--- src/rtl/cpu8_pkg.sv ---
// Shared definitions for the 8-bit CPU register bank: geometry and clear-sequencer state encoding.
package cpu8_pkg;

  localparam int unsigned REG_ADDR_W = 5;
  localparam int unsigned REG_COUNT  = 32;

  typedef enum logic {
    IDLE  = 1'b0,
    CLEAR = 1'b1
  } rf_state_e;

endpackage

--- src/rtl/regfile32_nbit_if.sv ---
// Register-bank port bundle: write port, two read ports and the clear handshake.
interface regfile32_nbit_if #(
  parameter int unsigned N = 8
);
  import cpu8_pkg::*;

  logic                  we;
  logic [REG_ADDR_W-1:0] waddr;
  logic [N-1:0]          wdata;
  logic [REG_ADDR_W-1:0] raddr_a;
  logic [REG_ADDR_W-1:0] raddr_b;
  logic [N-1:0]          rdata_a;
  logic [N-1:0]          rdata_b;
  logic                  clr_req;
  logic                  busy;
  logic                  clr_done;

  modport master (
    output we, waddr, wdata, raddr_a, raddr_b, clr_req,
    input  rdata_a, rdata_b, busy, clr_done
  );

  modport slave (
    input  we, waddr, wdata, raddr_a, raddr_b, clr_req,
    output rdata_a, rdata_b, busy, clr_done
  );

endinterface

--- src/rtl/regfile_clr_seq.sv ---
// Clear sequencer: walks every register address once, one per cycle, and flags busy/done.
module regfile_clr_seq
  import cpu8_pkg::*;
(
  input  logic                  clk,
  input  logic                  rst_n,
  input  logic                  clr_req,
  output logic                  busy,
  output logic                  clr_done,
  output logic                  clr_active,
  output logic [REG_ADDR_W-1:0] clr_addr
);

  rf_state_e             state_q, state_d;
  logic [REG_ADDR_W-1:0] cnt_q, cnt_d;
  logic                  busy_q, busy_d;
  logic                  clr_done_q, clr_done_d;

  always_ff @(posedge clk or negedge rst_n) begin
    if (!rst_n) begin
      state_q    <= IDLE;
      cnt_q      <= '0;
      busy_q     <= 1'b0;
      clr_done_q <= 1'b0;
    end else begin
      state_q    <= state_d;
      cnt_q      <= cnt_d;
      busy_q     <= busy_d;
      clr_done_q <= clr_done_d;
    end
  end

  always_comb begin
    state_d    = state_q;
    cnt_d      = cnt_q;
    busy_d     = busy_q;
    clr_done_d = 1'b0;
    case (state_q)
      IDLE: begin
        if (clr_req) begin
          state_d = CLEAR;
          cnt_d   = '0;
          busy_d  = 1'b1;
        end
      end
      CLEAR: begin
        // Counter wraps to zero naturally after the last entry.
        cnt_d = cnt_q + REG_ADDR_W'(1);
        if (cnt_q == REG_ADDR_W'(REG_COUNT - 1)) begin
          state_d    = IDLE;
          busy_d     = 1'b0;
          clr_done_d = 1'b1;
        end
      end
      default: state_d = IDLE;
    endcase
  end

  assign busy       = busy_q;
  assign clr_done   = clr_done_q;
  assign clr_active = (state_q == CLEAR);
  assign clr_addr   = cnt_q;

endmodule

--- src/rtl/regfile32_nbit.sv ---
// 32-entry N-bit register bank with two registered read ports, write-through bypass and a clear sequencer.
// Define REGFILE_ZERO_REG_EN to hardwire entry 0 to zero.
module regfile32_nbit
  import cpu8_pkg::*;
#(
  parameter int unsigned N      = 8,
  parameter int unsigned ADDR_W = REG_ADDR_W
) (
  input  logic               clk,
  input  logic               rst_n,
  regfile32_nbit_if.slave    bus
);

`ifdef REGFILE_ZERO_REG_EN
  localparam bit ZERO_REG = 1'b1;
`else
  localparam bit ZERO_REG = 1'b0;
`endif

  logic              clr_active;
  logic [ADDR_W-1:0] clr_addr;
  logic              busy;
  logic              clr_done;
  logic              wr_en;
  logic [N-1:0]      mem_q [REG_COUNT];
  logic [N-1:0]      mem_d [REG_COUNT];
  logic [N-1:0]      rdata_a_q, rdata_a_d;
  logic [N-1:0]      rdata_b_q, rdata_b_d;

  regfile_clr_seq u_clr_seq (
    .clk        (clk),
    .rst_n      (rst_n),
    .clr_req    (bus.clr_req),
    .busy       (busy),
    .clr_done   (clr_done),
    .clr_active (clr_active),
    .clr_addr   (clr_addr)
  );

  always_ff @(posedge clk or negedge rst_n) begin
    if (!rst_n) begin
      for (int unsigned i = 0; i < REG_COUNT; i++) mem_q[i] <= '0;
      rdata_a_q <= '0;
      rdata_b_q <= '0;
    end else begin
      mem_q     <= mem_d;
      rdata_a_q <= rdata_a_d;
      rdata_b_q <= rdata_b_d;
    end
  end

  // A clear in progress or starting this cycle swallows the write.
  always_comb begin
    wr_en = bus.we & ~clr_active & ~bus.clr_req;
    if (ZERO_REG && bus.waddr == ADDR_W'(0)) wr_en = 1'b0;

    mem_d = mem_q;
    if (wr_en)      mem_d[bus.waddr] = bus.wdata;
    if (clr_active) mem_d[clr_addr]  = '0;
  end

  // Read mux: stored value, overridden by same-cycle write, then by the entry being cleared.
  always_comb begin
    rdata_a_d = mem_q[bus.raddr_a];
    if (wr_en && bus.waddr == bus.raddr_a)       rdata_a_d = bus.wdata;
    if (clr_active && clr_addr == bus.raddr_a)   rdata_a_d = '0;
    if (ZERO_REG && bus.raddr_a == ADDR_W'(0))   rdata_a_d = '0;

    rdata_b_d = mem_q[bus.raddr_b];
    if (wr_en && bus.waddr == bus.raddr_b)       rdata_b_d = bus.wdata;
    if (clr_active && clr_addr == bus.raddr_b)   rdata_b_d = '0;
    if (ZERO_REG && bus.raddr_b == ADDR_W'(0))   rdata_b_d = '0;
  end

  assign bus.rdata_a  = rdata_a_q;
  assign bus.rdata_b  = rdata_b_q;
  assign bus.busy     = busy;
  assign bus.clr_done = clr_done;

endmodule

--- src/flat_wrapper.sv ---
// flat-port wrapper written by rule: the top's interface ports become plain ports
module regfile32_nbit_flat import cpu8_pkg::*;
#(
  parameter int unsigned N      = 8,
  parameter int unsigned ADDR_W = REG_ADDR_W
)
  (clk, rst_n, bus_we, bus_waddr, bus_wdata, bus_raddr_a, bus_raddr_b, bus_clr_req, bus_rdata_a, bus_rdata_b, bus_busy, bus_clr_done);
  regfile32_nbit_if #(.N(N)) bus_i ();
  input  logic clk;
  input  logic rst_n;
  input wire logic [$bits(bus_i.we)-1:0] bus_we;
  input wire logic [$bits(bus_i.waddr)-1:0] bus_waddr;
  input wire logic [$bits(bus_i.wdata)-1:0] bus_wdata;
  input wire logic [$bits(bus_i.raddr_a)-1:0] bus_raddr_a;
  input wire logic [$bits(bus_i.raddr_b)-1:0] bus_raddr_b;
  input wire logic [$bits(bus_i.clr_req)-1:0] bus_clr_req;
  output wire logic [$bits(bus_i.rdata_a)-1:0] bus_rdata_a;
  output wire logic [$bits(bus_i.rdata_b)-1:0] bus_rdata_b;
  output wire logic [$bits(bus_i.busy)-1:0] bus_busy;
  output wire logic [$bits(bus_i.clr_done)-1:0] bus_clr_done;
  assign bus_i.we = bus_we;
  assign bus_i.waddr = bus_waddr;
  assign bus_i.wdata = bus_wdata;
  assign bus_i.raddr_a = bus_raddr_a;
  assign bus_i.raddr_b = bus_raddr_b;
  assign bus_i.clr_req = bus_clr_req;
  assign bus_rdata_a = bus_i.rdata_a;
  assign bus_rdata_b = bus_i.rdata_b;
  assign bus_busy = bus_i.busy;
  assign bus_clr_done = bus_i.clr_done;
  regfile32_nbit #(.N(N), .ADDR_W(ADDR_W)) u_core (.clk(clk), .rst_n(rst_n), .bus(bus_i));
endmodule
--- config.mk ---
export PLATFORM = sky130hd
export DESIGN_NAME = regfile32_nbit_flat
export DESIGN_NICKNAME = d
export VERILOG_FILES = /design/src/rtl/cpu8_pkg.sv /design/src/rtl/regfile32_nbit_if.sv /design/src/rtl/regfile_clr_seq.sv /design/src/rtl/regfile32_nbit.sv /design/src/flat_wrapper.sv
export SDC_FILE = /design/constraint.sdc
export NUM_CORES = 1
export LEC_CHECK = 0
export CAP_MARGIN = 20
export CORE_UTILIZATION = 40
export DETAILED_ROUTE_END_ITERATION = 6
export PLACE_DENSITY = 0.6
export SLEW_MARGIN = 20
export SYNTH_ARGS = -nofsm -noshare
export SYNTH_HDL_FRONTEND = slang
export SYNTH_SLANG_ARGS = --single-unit
--- constraint.sdc ---
create_clock -name clk -period 2.4 [get_ports clk]
set_input_delay 0.48 -clock clk [delete_from_list [all_inputs] [get_ports clk]]
set_output_delay 0.48 -clock clk [all_outputs]
set_load 0.02 [all_outputs]
## Word level (Yosys, flattened, before mapping)

Index checks and enable logic that the tools add are counted.
Widths: inputs -> output; s select.

- Output and inout bits: 18
- Register bits after elaboration: 280

- Reduce and logical (&&, ||, !) cells: 7
- Eq/ne operators: 7
- Muxes and demuxes: 27
- Order comparisons: 6
- Add/sub/neg operators: 1
- Bitwise logic cells: 10

Operators by type and width:

| cell | number |
|---|---|
| $mux 256 | 2 |
| $and 256x256->256 | 1 |
| $bwmux 256 | 1 |
| $not 256->256 | 1 |
| $bmux 8 s5 | 2 |
| $demux 8 s5 | 2 |
| $mux 8 | 10 |
| $ge 6x6->1 const B | 4 |
| $not 5->6 | 4 |
| $eq 5x5->1 | 4 |
| $lt 6x1->1 const B | 2 |
| $pmux 5 s2 | 1 |
| $logic_and 1x1->1 | 6 |
| $mux 1 | 6 |
| $add 5x1->5 const B | 1 |
| $eq 5x5->1 const B | 1 |
| $mux 5 | 1 |
| $pmux 1 s2 | 2 |
| $and 1x1->1 | 2 |
| $ne 2x1->1 const B | 1 |
| $ne 2x2->1 const B | 1 |
| $not 1->1 | 2 |
| $reduce_and 2->1 | 1 |

## Longest topological paths before layout

- Word-level depth: 9
- Depth in mapped cells: 8
- Gate-level depth less buffers: 5

## Modules after synthesis

Synthesis repeated with hierarchy kept, for this count alone.

- Cell total of the unflattened synthesis: 1520
- Area, all modules: 16044.1 µm²

By module, submodules not included:

| module | sequential area each (µm²) | instances | area each (µm²) | cells each |
|---|---|---|---|---|
| regfile32_nbit | 6806.5 | 1 | 15662.5 | 1487 |
| regfile_clr_seq | 200.2 | 1 | 381.6 | 33 |

## Worst setup path after synthesis

No wires, ideal clock.

- Path type: input to register
- From: in bus_raddr_a[0]
- To: reg u_core.rdata_a_q[0] (netlist: u_core.bus.rdata_a[0])
- Buffers on the path: 3
- Setup slack: 0.187 ns
- Cell stages on the path: 7
- Data arrival time: 2.074 ns
- Setup time: 0.139 ns
- Cell sequence: clkbuf_1 > buf_2 > buf_2 > mux4_2 > o21ai_0 > o21a_1 > a31oi_1

- Word-level cells in the longest chain between the ends: 6

Ends and longest elaborated chain:

| what | RTL line | text |
|---|---|---|
| start: declaration | flat_wrapper.sv:14 | `input wire logic [$bits(bus_i.raddr_a)-1:0] bus_raddr_a;` |
| $not 5->6 (not written as such) | regfile32_nbit.sv:64 | `rdata_a_d = mem_q[bus.raddr_a];` |
| $bmux 8 s5 | regfile32_nbit.sv:64 |  |
| $mux 8 (not written as such) (2 in a row) | regfile32_nbit.sv:64 |  |
| $mux 8 | regfile32_nbit.sv:65 | `if (wr_en && bus.waddr == bus.raddr_a) rdata_a_d = bus.wdata;` |
| $mux 8 * | regfile32_nbit.sv:66 | `if (clr_active && clr_addr == bus.raddr_a) rdata_a_d = '0;` |
| net u_core.rdata_a_d[0] | regfile32_nbit.sv:27 | `logic [N-1:0] rdata_a_q, rdata_a_d;` |
| end signal: assignment | regfile32_nbit.sv:47 | `rdata_a_q <= rdata_a_d;` |
| end: declaration | regfile32_nbit.sv:27 |  |

The timed path passes the listed nets; every way through them passes the cells marked *. The select of a mux whose other input is x is not followed.
A chain may end at the register's enable or synchronous reset.

==> results.py <==
metrics = {
    "logic_synthesis": {
        "synth.top_cells.by_count": "dfrtp_1 (280), nor2_1 (195), mux2i_1 (188)",
        "synth_top_cell_area_share": 0.4379,
        "synth-compound-area-share": 0.08657,
        "synth_flop_cell": "dfrtp_1",
        "syn_nets": 1524,
        "synthesis.area_um2": 16000,
        "synth.avg_cell_area_um2": 10.72,
        "ys_types": 49,
        "synth.most_common_cell": "dfrtp_1",
        "synth_fa_ha_area_frac": 0.003910,
        "ys_seq_elements": 280,
        "synthTopCellsByArea": "dfrtp_1 (44%), mux4_2 (16%), mux2i_1 (12%)",
        "syn_inst": 1492,
        "synthSimpleGateAreaFrac": 0.1488,
        "synth-edff-count": 0,
        "netlist.top_cell.by_area": "dfrtp_1",
        "synth-seq-area-share": 0.4379,
        "synth_top_family_by_area": "multiplexers",
        "synth_mux_area_frac": 0.2788,
        "async_flop_share": 1.000,
        "synth-xor-area-share": 0.01095,
        "synth_warnings": 0,
    },
    "drt": {
        "wl_um": 53560,
        "drt_first_pass_iters": 5,
        "drc_errors": 0,
        "drt_iter0_markers": 1463,
        "vias_per_cell": 6.019,
        "postRouteAntennaNets": 0,
        "vias": 13060,
        "wl_per_cell_um": 24.68,
    },
    "floorplanning": {
        "die_area_um2": 40800,
        "core_area_um2": 39010,
        "rows": 72,
        "fp.dieW_um": 202,
        "die_h_um": 202,
        "initial_utilization": 0.4102,
        "io_pins": 45,
    },
    "power_and_ir_drop": {
        "seq_power_share": 0.415,
        "p_clk_frac": 0.402,
        "swShare": 0.2963,
        "p_int_mw": 8.947,
        "p_per_area_nw_per_um2": 648.1,
        "leakagePower_nw": 8.405,
        "p_switching_mw": 3.767,
        "power.total_mw": 12.71,
        "ir_worst_vdd_uv": 510.3,
        "p_comb_frac": 0.183,
    },
    "setup_path": {
        "worstSetupPathType": "flop to flop",
        "start_kind": "flop",
        "reg2reg_slack_ps": 230,
        "path_max_fanout": 8,
        "r2r-end": "u_core.mem_q[223]$_DFF_PN0_",
        "cp_common_cell": "nor2_1",
        "reg2regPathDepth": 5,
        "endpoint": "u_core.mem_q[223]$_DFF_PN0_",
        "cp_slowest_cell": "nor2_1",
        "cp.arrival_ps": 2600,
        "cp.required_ps": 2830,
        "setup.worst_path.end_class": "flop",
        "timing.rr.start": "u_core.u_clr_seq.clr_addr[0]$_DFFE_PN0P_",
        "critPathMaxStageDelay_ps": 730,
        "crit_path_cell_trace": "inv_1 -> ha_1 -> nand2_1 -> nor2_1 -> nor2_1",
        "crit_start": "u_core.u_clr_seq.clr_addr[0]$_DFFE_PN0P_",
    },
    "timing": {
        "setup_viol": 0,
        "fin_crit_sh": 0.9033,
        "fmax_mhz": 461.3,
        "tightest_slew_ps": 760.4,
        "slew_viol_final": 0,
        "fin_tns_setup_ps": 0,
        "finClkSkew_ps": 13.96,
        "finalHoldViolCount": 0,
        "rsz0062_at_grt": "no",
        "min_period_ps": 2168,
        "max-slew-margin-rel": 0.4912,
    },
    "global_route": {
        "grt_max_degree": 63,
        "antenna_found_initial": 0,
        "grt_util_all_layers": 0.2668,
        "grt_first_pass_wirelength_um": 82400,
        "grt-ovfl-total": 0,
        "grt_pass1_vias": 13080,
    },
    "clock_tree": {
        "ctsRootBufferMaster": "clkbuf_16",
        "numCtsBuffers": 31,
        "clk_pin_slew_ps": 60,
        "htreeDepth": 1,
        "cts_setup_buffers": 0,
        "clockBufferDepth": 3,
        "clkLatencyLatePin_ps": 580,
        "clock-sinks": 280,
        "cts_tree": "built",
    },
    "place": {
        "dpl.hpwl_um": 38020,
        "dp_cells": 2114,
        "portBuffers": 44,
        "gp_congestion": 0.9800,
    },
    "layout": {
        "regArea_um2": 7007,
        "diodes": 0,
        "area_delta_synth_final_pct": 22.61,
        "n_fill_cell": 3459,
        "drive_above_1_share": 0.2349,
        "fin_nets": 1662,
        "instances_no_fill": 2170,
        "multi_input_area_um2": 8472,
    },
    "status": {
        "status": "finished clean",
    },
    "flow_run": {
        "max_cap_violations": 0,
    },
    "hold_path": {
        "hold_path_class": "input port to async pin",
    },
}
## layout make-up
class | count | area share
Inverter | 3 | 0.0005740
Clock inverter | 15 | 0.01193
Clock buffer | 40 | 0.04279
Sequential cell | 280 | 0.3571
Tap cell | 518 | 0.03304
Multi-Input combinational cell | 1084 | 0.4318
Timing Repair Buffer | 230 | 0.1227
## metrics by stage
step / hold slack, ps / utilization / area (um2) / setup WS (ps)
global placement: 433.5 / 0.4752 / 18540 / -224.5
detailed placement: 430.6 / 0.4752 / 18540 / -257.8
CTS: 407.5 / 0.5030 / 19620 / 249.4
global route: 434.9 / 0.5030 / 19620 / 116.1
floorplan: 184.4 / - / 16000 / 186.5
finish: 417.0 / 0.5030 / 19620 / 232.2
## state kept, by name (all words and copies together), names as in the netlist
name and flops:
u_core.bus.rdata_a 8, u_core.bus.rdata_b 8, u_core.mem_q 256, u_core.u_clr_seq.busy 1, u_core.u_clr_seq.clr_active 1, u_core.u_clr_seq.clr_addr 5, u_core.u_clr_seq.clr_done 1
## logic make-up after synthesis
| family | Yosys count |
|---|---|
| AND/OR/NAND/NOR | 528 |
| multiplexers | 305 |
| flip-flops | 280 |
| AO/OA/AOI/OAI | 226 |
| buffers and inverters | 128 |
| XOR/XNOR | 20 |
| adder cells (fa/ha/maj) | 5 |
## routing by layer
layer  global-route usage  part of all wire  vias up
met1               0.3693              0.42     6592
met2               0.4175              0.46      640
met3              0.04724             0.080      120
met5                    0                 0        -
li1                     -                 -     5709
met4               0.1034             0.036        0
## critical path, delay by kind of cell, from the launching register on
family | cells | cell delay, ps
flops | 1 | 490
simple gates | 3 | 1180
buf+inv | 1 | 170
fa+ha+maj | 1 | 160
## worst min path at each step
stage          cells past startpoint                              end
3_3_place_gp                       1       u_core.mem_q[50]$_DFF_PN0_
5_1_grt                            2       u_core.mem_q[52]$_DFF_PN0_
2_1_floorplan                      0  u_core.bus.rdata_a[0]$_DFF_PN0_
6_report                           2       u_core.mem_q[52]$_DFF_PN0_
4_1_cts                            2       u_core.mem_q[20]$_DFF_PN0_
3_5_place_dp                       1       u_core.mem_q[50]$_DFF_PN0_
## cells in the final DEF (no fill, tap or decap), types with 47 or more instances in the layout
| cell type | count |
|---|---|
| dfrtp_1 | 280 |
| nor2_1 | 195 |
| mux2i_1 | 188 |
| nand2_1 | 142 |
| buf_4 | 140 |
| nand3_1 | 118 |
| a21oi_1 | 113 |
| mux4_2 | 112 |
| buf_12 | 47 |
## power by group through the flow
stage          Clock, mW  Sequential, mW  Combinational, mW
2_1_floorplan          0            5.22               1.26
6_report            5.11            5.27               2.33
4_1_cts             5.19            5.26               2.31
3_5_place_dp           0            5.35               2.30
3_3_place_gp           0            5.34               2.27
5_1_grt             5.36            5.30               2.50
## repair_timing
item | in CTS | in global routing
gates resized for setup | 0 | 0
endpoints found under the hold margin | 43 | 0
hold buffers | 1 | 0
Power figures use the tool's default switching activity.
